### config.mk
export PLATFORM = sky130hd
export DESIGN_NAME = instr_align
export DESIGN_NICKNAME = d
export VERILOG_FILES = /design/src/rtl/instr_align.sv
export SDC_FILE = /design/constraint.sdc
export NUM_CORES = 1
export LEC_CHECK = 0
export ABC_CLOCK_PERIOD_IN_PS = 4850
export CAP_MARGIN = 0
export CELL_PAD_IN_SITES_DETAIL_PLACEMENT = 0
export CELL_PAD_IN_SITES_GLOBAL_PLACEMENT = 1
export CORE_UTILIZATION = 48
export CTS_BUF_LIST = sky130_fd_sc_hd__clkbuf_4 sky130_fd_sc_hd__clkbuf_8
export CTS_CLUSTER_SIZE = 28
export DETAILED_ROUTE_END_ITERATION = 7
export GPL_TIMING_DRIVEN = 0
export PLACE_DENSITY = 0.86
export SLEW_MARGIN = 20
export SYNTH_ARGS = -nofsm -noshare
export SYNTH_HDL_FRONTEND = slang
export SYNTH_SLANG_ARGS = --single-unit
### constraint.sdc
create_clock -name i_clk -period 4.85 [get_ports i_clk]
set_clock_uncertainty 0.15 [all_clocks]
set_input_delay 1.2125 -clock i_clk [delete_from_list [all_inputs] [get_ports i_clk]]
set_output_delay 1.2125 -clock i_clk [all_outputs]
set_load 0.005 [all_outputs]
### src/rtl/instr_align.sv
// Instruction-align stage: splits fetch words into halfwords and
// emits one registered 16- or 32-bit instruction per cycle.
module instr_align #(
    parameter int XLEN     = 32,
    parameter int HQ_DEPTH = 4,
    parameter int EXC_W    = 5
) (
    input  logic             i_clk,
    input  logic             i_rst,
    input  logic             i_flush,
    input  logic             i_stall,
    input  logic             i_fetch_valid,
    output logic             o_fetch_ready,
    input  logic [XLEN-1:0]  i_fetch_pc,
    input  logic [31:0]      i_fetch_data,
    input  logic             i_fetch_except_valid,
    input  logic [EXC_W-1:0] i_fetch_except_code,
    output logic             o_valid,
    output logic [XLEN-1:0]  o_pc,
    output logic [31:0]      o_instr,
    output logic             o_half,
    output logic             o_except_valid,
    output logic [EXC_W-1:0] o_except_code
);

    localparam int PW = $clog2(HQ_DEPTH);
    localparam int CW = PW + 1;

    typedef struct packed {
        logic [15:0]      data;
        logic [XLEN-1:0]  pc;
        logic             exc_v;
        logic [EXC_W-1:0] code;
    } hq_ent_t;

    hq_ent_t         q [HQ_DEPTH];
    logic [PW-1:0]   head;
    logic [PW-1:0]   tail;
    logic [PW-1:0]   head_nx;
    logic [PW-1:0]   tail_nx;
    logic [CW-1:0]   count;
    logic            halted;

    logic            fire;
    logic [1:0]      push_n;
    hq_ent_t         e0;
    hq_ent_t         e1;

    hq_ent_t         h0;
    logic [1:0]      pop_n;
    logic            set_halt;
    logic            nxt_valid;
    logic [XLEN-1:0] nxt_pc;
    logic [31:0]     nxt_instr;
    logic            nxt_half;
    logic            nxt_exv;
    logic [EXC_W-1:0] nxt_exc;

    assign head_nx = head + PW'(1);
    assign tail_nx = tail + PW'(1);
    assign h0      = q[head];

    // Ready depends on registered state only, so a push of two always fits.
    assign o_fetch_ready = ~halted & (count <= CW'(HQ_DEPTH - 2));
    assign fire          = i_fetch_valid & o_fetch_ready;

    // Build the entries a fetch word contributes to the queue.
    always_comb begin
        push_n   = 2'd0;
        e0       = '0;
        e1       = '0;
        e0.pc    = i_fetch_pc;
        e1.pc    = i_fetch_pc + XLEN'(2);
        e1.data  = i_fetch_data[31:16];
        if (fire) begin
            if (i_fetch_except_valid) begin
                push_n   = 2'd1;
                e0.exc_v = 1'b1;
                e0.code  = i_fetch_except_code;
            end else if (!i_fetch_pc[1]) begin
                push_n  = 2'd2;
                e0.data = i_fetch_data[15:0];
            end else begin
                push_n  = 2'd1;
                e0.data = i_fetch_data[31:16];
            end
        end
    end

    // Pick the next aligned instruction from the queue head.
    always_comb begin
        pop_n     = 2'd0;
        set_halt  = 1'b0;
        nxt_valid = 1'b0;
        nxt_pc    = '0;
        nxt_instr = '0;
        nxt_half  = 1'b0;
        nxt_exv   = 1'b0;
        nxt_exc   = '0;
        if (halted || count == '0) begin
            pop_n = 2'd0;
        end else if (h0.exc_v) begin
            nxt_valid = 1'b1;
            nxt_pc    = h0.pc;
            nxt_exv   = 1'b1;
            nxt_exc   = h0.code;
            pop_n     = 2'd1;
            set_halt  = 1'b1;
        end else if (h0.data[1:0] != 2'b11) begin
            nxt_valid = 1'b1;
            nxt_pc    = h0.pc;
            nxt_instr = {16'b0, h0.data};
            nxt_half  = 1'b1;
            pop_n     = 2'd1;
        end else if (count >= CW'(2) && q[head_nx].exc_v) begin
            nxt_valid = 1'b1;
            nxt_pc    = h0.pc;
            nxt_exv   = 1'b1;
            nxt_exc   = q[head_nx].code;
            pop_n     = 2'd2;
            set_halt  = 1'b1;
        end else if (count >= CW'(2)) begin
            nxt_valid = 1'b1;
            nxt_pc    = h0.pc;
            nxt_instr = {q[head_nx].data, h0.data};
            pop_n     = 2'd2;
        end
    end

    // Halfword storage; contents are don't-care while count excludes them.
    always_ff @(posedge i_clk) begin
        if (push_n != 2'd0) begin
            q[tail] <= e0;
        end
        if (push_n == 2'd2) begin
            q[tail_nx] <= e1;
        end
    end

    // Queue pointers, occupancy and the post-fault halt flag.
    always_ff @(posedge i_clk) begin
        if (i_rst || i_flush) begin
            head   <= '0;
            tail   <= '0;
            count  <= '0;
            halted <= 1'b0;
        end else begin
            tail <= tail + PW'(push_n);
            if (!i_stall) begin
                head  <= head + PW'(pop_n);
                count <= count + CW'(push_n) - CW'(pop_n);
                if (set_halt) begin
                    halted <= 1'b1;
                end
            end else begin
                count <= count + CW'(push_n);
            end
        end
    end

    // Output register toward decode; holds while decode stalls.
    always_ff @(posedge i_clk) begin
        if (i_rst || i_flush) begin
            o_valid        <= 1'b0;
            o_pc           <= '0;
            o_instr        <= '0;
            o_half         <= 1'b0;
            o_except_valid <= 1'b0;
            o_except_code  <= '0;
        end else if (!i_stall) begin
            o_valid        <= nxt_valid;
            o_pc           <= nxt_pc;
            o_instr        <= nxt_instr;
            o_half         <= nxt_half;
            o_except_valid <= nxt_exv;
            o_except_code  <= nxt_exc;
        end
    end

endmodule
-- After elaboration in Yosys (flattened, before gate mapping)
Memories as Yosys holds them, arrays and structs flattened. A register that Yosys moved wholly into a read port is not among the register bits.
Cells that the tools add are included.
- muxes and demuxes: 46
- bitwise gates (word level): 4
- add/sub/neg operators: 7
- equal/unequal tests: 2
- magnitude comparators: 2
- reductions and logical operators: 6
- operators with widths (operator ; count):
    $mux 32 ; 10
    $mux 16 ; 3
    $add 32x2->32 const B ; 1
    $mux 2 ; 10
    $mux 5 ; 4
    $mux 1 ; 16
    $mux 6 ; 2
    $add 2x1->2 const B ; 2
    $add 2x2->2 ; 2
    $add 3x2->3 ; 1
    $ge 3x2->1 const B ; 1
    $le 3x2->1 const B ; 1
    $logic_not 3->1 ; 1
    $mux 3 ; 1
    $sub 3x2->3 ; 1
    $and 1x1->1 ; 2
    $eq 2x2->1 const B ; 1
    $logic_or 1x1->1 ; 2
    $ne 2x2->1 const B ; 1
    $not 1->1 ; 2
    $reduce_and 2->1 ; 1
    $reduce_bool 2->1 ; 1
    $logic_and 1x1->1 ; 1
- bits in registers: 80
- input port bits: 75
- word-level logic and storage cells: 78
- output and inout bits: 73
- bits in writable memories: 216
- memories kept: 1
- memory list (memory ; depth ; bits a word ; read ports ; clocked after Yosys merged registers in ; wr ports ; RTL line ; source):
    q ; 4 ; 54 ; 2 ; 1 ; 2 ; 36 ; hq_ent_t q [HQ_DEPTH];

-- Depth between registers and ports, before layout
Gate-level depths: netlist of run 1.
An unclocked memory read counts as a cell.
- depth in word-level cells: 10
- mapped depth: 12
- gate-level depth less buffers: 11

-- Worst setup path after synthesis of run 1
Ideal clock, no wire load.
- kind: input-to-reg
- start: input i_fetch_except_valid
- end: memory q[3][10] (netlist name) (enable)
- cell stages on the path: 6
- path buffers: 2
- arrival time: 3674 ps
- path slack: 598 ps
- required time: 4272 ps
- library setup time: 428 ps
- cell sequence: clkbuf_1 > nor2_1 > nor2_1 > nand3b_1 > inv_1 > clkbuf_1
- RTL lines (what ; RTL line ; source):
    start: declaration ; 16 ; input logic i_fetch_except_valid,
    end: declaration ; 36 ;

==> flow_summary.json, run 1 <==
{
  "cp_slowest_stage_delay_ps": 890,
  "netSwitchingFraction": 0.240,
  "fmax_ghz": 0.255,
  "cp_top_family": "simple AND/OR/NAND/NOR gates",
  "detail_route.wl_per_cell_um": 23.0,
  "number_of_vias_per_cell": 6.13,
  "setup-violations-final": 0,
  "vdd_ir_drop_max_mv": 0.194,
  "power_frac_comb": 0.095,
  "synth_most_common_cell": "sky130_fd_sc_hd__edfxtp_1",
  "residual_drc_count": 0,
  "slew_violations": 0,
  "top_level_ports": 148,
  "largest_net_degree_at_the_start_of_global_routing": 42,
  "worst_min_delay_path_class": "flop to flop",
  "worstMarginPinSlew_ps": 1050,
  "p_leak_nw": 5.62,
  "synth_cell_types": 51,
  "finish.net_count": 1379,
  "grt_use_total": 0.271,
  "die_height_um": 172,
  "routabilityCongestion": 0.862,
  "power_mw": 5.83,
  "drt-pass1-iter-count": 6,
  "clk_latency_ps": 600,
  "initial_utilization": 0.487,
  "power_frac_clock": 0.413,
  "crit_fanout": 8,
  "netlist.area_leader.share": 0.413,
  "critical_path.most_common_cell": "sky130_fd_sc_hd__nand3_1",
  "ys.flop_type": "sky130_fd_sc_hd__edfxtp_1",
  "cts.path.max_buffers": 3,
  "grt-ovfl-total": 0,
  "timing.critical_path.arrival_ps": 4090,
  "detail-route-antenna-nets": 0,
  "rsz0062_at_grt": "no",
  "power_density_nw_per_um2": 343,
  "synth-warning-count": 0,
  "buffer_ports.inserted": 137,
  "cts.sinks": 298,
  "final_hold_viol_count": 0,
  "synth.avg_cell_area_um2": 12.6,
  "route.vias.total": 10570,
  "first_iter_violations": 1070,
  "cts.clk_slew.worst_paths_ps": 60,
  "timing.final.crit_period_ps": 3920,
  "period_share": 0.809,
  "crit_slowest_cell": "sky130_fd_sc_hd__nor4_1",
  "worst-endpoint-required_ps": 5020,
  "area_growth_syn_to_fin_pct": 21.9,
  "rows": 62,
  "die_w_um": 172,
  "power.internal_mw": 4.43,
  "synth_area_leaders": "sky130_fd_sc_hd__edfxtp_1, sky130_fd_sc_hd__dfxtp_1, sky130_fd_sc_hd__mux4_2",
  "synth.cells.most_frequent": "sky130_fd_sc_hd__edfxtp_1, sky130_fd_sc_hd__dfxtp_1, sky130_fd_sc_hd__a22o_1",
  "worst_slack_ps": 928,
  "grt_pass1_vias": 10317,
  "end_kind": "flop",
  "status": "finished, final reports clean",
  "drt_wl_total_um": 39700,
  "post_synth_inst_count": 1104,
  "synth.cell_area_um2": 14000,
  "synth-edff-count": 192,
  "maxCapViolations": 0,
  "fp.dieArea_um2": 29800,
  "inserted_clock_buffers": 50,
  "crit_buf_inv": 1,
  "ys_seq_area_frac": 0.565,
  "dpl.hpwl_um": 27000,
  "synthesis_stage_register_bit_count": 298,
  "postCtsHoldBufs": 0,
  "pre_cts_ws_ps": 460,
  "post_cts_resized": 0,
  "worstPathCellList": "clkdlybuf4s50_1, ha_1, nand3_1, nor4_1, nand3_1, o211ai_1, nand2_1",
  "proportion_of_power_drawn_by_flip_flops_and_latches": 0.492,
  "syn_nets": 1186,
  "drive_above_1_share": 0.159,
  "slew_headroom": 0.298,
  "grt_pass1_wl_um": 59500,
  "synth_async_sr_flop_share": 0,
  "netSwitchingPower_mw": 1.40,
  "antenna_found_initial": 1,
  "core_um2": 28600,
  "clock_tree_from_tritoncts": "yes",
  "yosysTopAreaCell": "sky130_fd_sc_hd__edfxtp_1",
  "root_buffer": "sky130_fd_sc_hd__clkbuf_8",
  "critical_path.startpoint_type": "primary input",
  "post_cts_buffers": 0,
  "htreeDepth": 2,
  "worst-setup-path-type": "primary input to flop"
}
cells by family after synthesis:
| family | count (synthesis) | synth area share |
|---|---|---|
| DFF | 298 | 0.565 |
| adders and majority gates | 7 | 0.00735 |
| AOI/OAI and AO/OA | 306 | 0.153 |
| and+or+nand+nor | 298 | 0.108 |
| xor gates and xnor gates | 10 | 0.00628 |
| muxes | 84 | 0.128 |
| buffers and inverters | 101 | 0.0312 |
flip-flops by register name, indices dropped and copies added (netlist names), named ones only:
name,cells
q,216
o_instr,32
o_pc,32
o_except_code,5
count,3
head,2
tail,2
halted,1
o_except_valid,1
o_half,1
o_valid,1
final cells by class:
cell class | count | area [um2]
Fill cell | 2293 | 11600
Buffer | 93 | 420
Clock buffer | 79 | 1000
Multi-Input combinational cell | 705 | 5630
Tap cell | 384 | 480
Timing Repair Buffer | 141 | 1460
Clock inverter | 15 | 98.8
Inverter | 8 | 30.0
Antenna cell | 1 | 2.50
Sequential cell | 298 | 7890
cell usage in the layout, fill, tap and decap left out, types with 3 or more instances in the layout:
cell type	n
sky130_fd_sc_hd__buf_1	10
sky130_fd_sc_hd__edfxtp_1	192
sky130_fd_sc_hd__nand2_1	77
sky130_fd_sc_hd__o31ai_1	21
sky130_fd_sc_hd__and2_1	62
sky130_fd_sc_hd__nor2_1	77
sky130_fd_sc_hd__clkdlybuf4s50_1	137
sky130_fd_sc_hd__mux2i_1	8
sky130_fd_sc_hd__buf_2	24
sky130_fd_sc_hd__a32oi_1	4
sky130_fd_sc_hd__a21oi_1	33
sky130_fd_sc_hd__nand3_1	29
sky130_fd_sc_hd__clkbuf_4	18
sky130_fd_sc_hd__a22oi_1	32
sky130_fd_sc_hd__nand2b_1	4
sky130_fd_sc_hd__ha_1	5
sky130_fd_sc_hd__o211ai_1	4
sky130_fd_sc_hd__clkbuf_1	51
sky130_fd_sc_hd__clkbuf_8	65
sky130_fd_sc_hd__and3_1	4
sky130_fd_sc_hd__or2_2	3
sky130_fd_sc_hd__a22o_1	101
sky130_fd_sc_hd__nand4_1	9
sky130_fd_sc_hd__buf_12	3
sky130_fd_sc_hd__mux4_2	76
sky130_fd_sc_hd__clkinv_2	5
sky130_fd_sc_hd__xor2_1	3
sky130_fd_sc_hd__inv_1	8
sky130_fd_sc_hd__or3_1	5
sky130_fd_sc_hd__nor2b_1	3
sky130_fd_sc_hd__buf_6	3
sky130_fd_sc_hd__xnor2_1	7
sky130_fd_sc_hd__o21ai_0	79
sky130_fd_sc_hd__and4_1	6
sky130_fd_sc_hd__dfxtp_1	106
sky130_fd_sc_hd__nor3_1	5
sky130_fd_sc_hd__clkinv_1	7
sky130_fd_sc_hd__a31oi_1	24
power by group through the flow:
stage / Sequential (mW) / Clock [mW] / Combinational (mW)
6_report: 2.87 / 2.41 / 0.555
5_1_grt: 2.88 / 2.53 / 0.594
4_1_cts: 2.87 / 2.42 / 0.553
3_5_place_dp: 2.92 / 0 / 0.552
3_3_place_gp: 2.92 / 0 / 0.531
2_1_floorplan: 2.91 / 0 / 0.329
through the flow:
stage	utilization	std cells	hold WS, ps	setup TNS, ps	cell area [um2]
after global routing	0.594	1724	319	0	17000
after CTS	0.594	1723	307	0	17000
after detailed placement	0.556	1629	293	0	15900
final	0.594	1724	301	0	17000
after floorplan	-	1104	286	0	14000
after global placement	0.552	1625	287	-287040	15800
path summary, 6_finish.rpt:
path | start | to | slack, ps | cells past startpoint
worst max-delay path | i_fetch_pc[2] | q[0][37]$_DFFE_PP_ | 930 | 7
worst min register to register | o_valid$_SDFFE_PP0N_ | o_valid$_SDFFE_PP0N_ | 300 | 1
worst max register to register | count[1]$_SDFF_PP0_ | q[1][32]$_DFFE_PP_ | 1220 | 6
worst min-delay path | o_valid$_SDFFE_PP0N_ | o_valid$_SDFFE_PP0N_ | 300 | 1
metal layers:
| layer | GRT usage | routed length [um] |
|---|---|---|
| met1 | 0.353 | 15600 |
| met2 | 0.448 | 19000 |
| met3 | 0.0472 | 3970 |
| met4 | 0.109 | 1110 |
| met5 | 0 | 0 |
Power figures use the tool's default switching activity.
==> run 2, diff against run 1 <==
Settings changed: ABC_CLOCK_PERIOD_IN_PS 4850 to 3300, CORE_UTILIZATION 48 to 43, PLACE_DENSITY 0.86 to 0.82.
Clock period 4.85 ns to 3.3 ns, I/O delays scaled along.
==> run 2 against run 1 <==
- sequential power up 47%
- global-route usage down 2.6 points
- design area up 0.29%
- total power up 46%
- register-to-register slack worse by 1100 ps
- core utilization down 5.6 points
- worst setup slack worse by 790 ps
- sequential share of layout area down 0.13 points
- critical path depth up 1
- die area up 11%
- routed wire length up 1.3%
- worst hold slack worse by 3.1 ps
- largest cell class unchanged
- largest power group unchanged
==> flow_summary.json, run 2 (synthesis gave the netlist of run 1 again) <==
{
  "routabilityCongestion": 0.859,
  "rows": 65,
  "worst-endpoint-required_ps": 3540,
  "timing.final.crit_period_ps": 3160,
  "cts.path.max_buffers": 3,
  "end_kind": "flop",
  "power_frac_comb": 0.097,
  "register_with_the_highest_flop_count": "q",
  "postCtsHoldBufs": 0,
  "root_buffer": "sky130_fd_sc_hd__clkbuf_8",
  "power_mw": 8.54,
  "final_hold_viol_count": 0,
  "worstPathCellList": "clkdlybuf4s50_1, ha_1, nand3_1, nor4_2, and3_1, clkbuf_1, a21oi_1, a31oi_1",
  "r2r_start": "count[1]$_SDFF_PP0_",
  "reg.largest.list": "q (216), o_instr (32), o_pc (32)",
  "netSwitchingFraction": 0.242,
  "detail_route.wl_per_cell_um": 23.1,
  "route.vias.total": 10547,
  "number_of_vias_per_cell": 6.05,
  "vdd_ir_drop_max_mv": 0.275,
  "antenna_found_initial": 1,
  "power_density_nw_per_um2": 500,
  "critical_path.startpoint_type": "primary input",
  "holdWs_ps": 298,
  "dpl.hpwl_um": 27400,
  "cp_slowest_stage_delay_ps": 650,
  "crit_slowest_cell": "sky130_fd_sc_hd__clkdlybuf4s50_1",
  "clock_tree_from_tritoncts": "yes",
  "drive_above_1_share": 0.166,
  "dp.cells": 1647,
  "worst-setup-path-type": "primary input to flop",
  "grt_pass1_wl_um": 61100,
  "status": "finished, final reports clean",
  "cp_top_family": "simple AND/OR/NAND/NOR gates",
  "area_growth_syn_to_fin_pct": 22.2,
  "worst_min_delay_path_class": "flop to flop",
  "detail-route-antenna-nets": 0,
  "grt_pass1_vias": 10443,
  "fmax_ghz": 0.317,
  "power.internal_mw": 6.47,
  "stdcell_count": 1742,
  "worstMarginPinSlew_ps": 1080,
  "htreeDepth": 2,
  "cts.clk_slew.worst_paths_ps": 50,
  "drt-pass1-iter-count": 5,
  "clk_latency_ps": 600,
  "setup-violations-final": 0,
  "die_height_um": 182,
  "critical_path.startpoint": "i_fetch_pc[1]",
  "maxCapViolations": 0,
  "slew_headroom": 0.279,
  "mostFrequentLayoutCells": "sky130_fd_sc_hd__edfxtp_1, sky130_fd_sc_hd__clkdlybuf4s50_1, sky130_fd_sc_hd__dfxtp_1",
  "timing.critical_path.arrival_ps": 3400,
  "top_level_ports": 148,
  "crit_fanout": 8,
  "inserted_clock_buffers": 50,
  "residual_drc_count": 0,
  "die_w_um": 182,
  "slew_violations": 0,
  "fill_cell_count": 2748,
  "first_iter_violations": 1001,
  "initial_utilization": 0.440,
  "drt_wl_total_um": 40200,
  "core_um2": 31700,
  "rsz0062_at_grt": "no",
  "finish.net_count": 1379,
  "p_leak_nw": 5.62,
  "fp.dieArea_um2": 33200,
  "netSwitchingPower_mw": 2.07,
  "power_frac_clock": 0.409,
  "hold_start": "o_valid$_SDFFE_PP0N_",
  "crit_buf_inv": 2,
  "grt-ovfl-total": 0,
  "mostFrequentLayoutCell": "sky130_fd_sc_hd__edfxtp_1",
  "proportion_of_power_drawn_by_flip_flops_and_latches": 0.495,
  "utilization": 0.538,
  "buffer_ports.inserted": 137,
  "largest_net_degree_at_the_start_of_global_routing": 45,
  "grt_use_total": 0.245,
  "period_share": 0.957,
  "cts.sinks": 298,
  "largest_register_ffs": 216
}
[run 2: worst paths after layout]
path                          endpoint  slack [ps]  cells past startpoint
hold reg to reg   o_valid$_SDFFE_PP0N_         300                      1
setup / recovery    q[2][35]$_DFFE_PP_         140                      8
setup reg to reg    q[3][36]$_DFFE_PP_         170                      7
hold / removal    o_valid$_SDFFE_PP0N_         300                      1
[run 2: metrics by stage]
stage | area [um2] | TNS (ps) | worst slack, ps
final | 17100 | 0 | 143
after global routing | 17100 | 0 | 13.0
after CTS | 17000 | 0 | 43.1
after detailed placement | 15900 | -120890 | -652
after global placement | 15800 | -287210 | -1260
after floorplan | 14000 | 0 | 121
[run 2: final cells by class]
type / count / area (um2) / area share
Sequential cell: 298 / 7890 / 0.462
Multi-Input combinational cell: 705 / 5660 / 0.332
Timing Repair Buffer: 142 / 1480 / 0.0869
Clock buffer: 83 / 980 / 0.0574
Tap cell: 402 / 503 / 0.0295
Buffer: 92 / 419 / 0.0246
Clock inverter: 11 / 93.8 / 0.00550
Inverter: 8 / 30.0 / 0.00176
Antenna cell: 1 / 2.50 / 0.000147
[run 2: what timing repair did]
action                                  4_1_cts  5_1_grt
endpoints found under the setup margin       61       44
gates resized for setup                       3        7
setup buffers                                 1        0
pin swaps                                     1        0
[run 2: per-layer routing]
layer  vias to the layer above  share of wire  track usage  routed length (um)
met1                      5274           0.41        0.319               16400
met4                         0          0.032       0.0934                1310
met3                        91          0.077       0.0461                3110
met2                       477           0.48        0.406               19400
met5                         -              0            0                   0
li1                       4705              -            -                   -
[run 2: power groups by stage]
| stage | clock (mW) | sequential (mW) | combinational (mW) |
|---|---|---|---|
| detailed placement | 0 | 4.30 | 0.819 |
| finish | 3.49 | 4.22 | 0.824 |
| CTS | 3.52 | 4.22 | 0.825 |
| floorplan | 0 | 4.27 | 0.484 |
| global route | 3.70 | 4.24 | 0.888 |
| global placement | 0 | 4.29 | 0.790 |
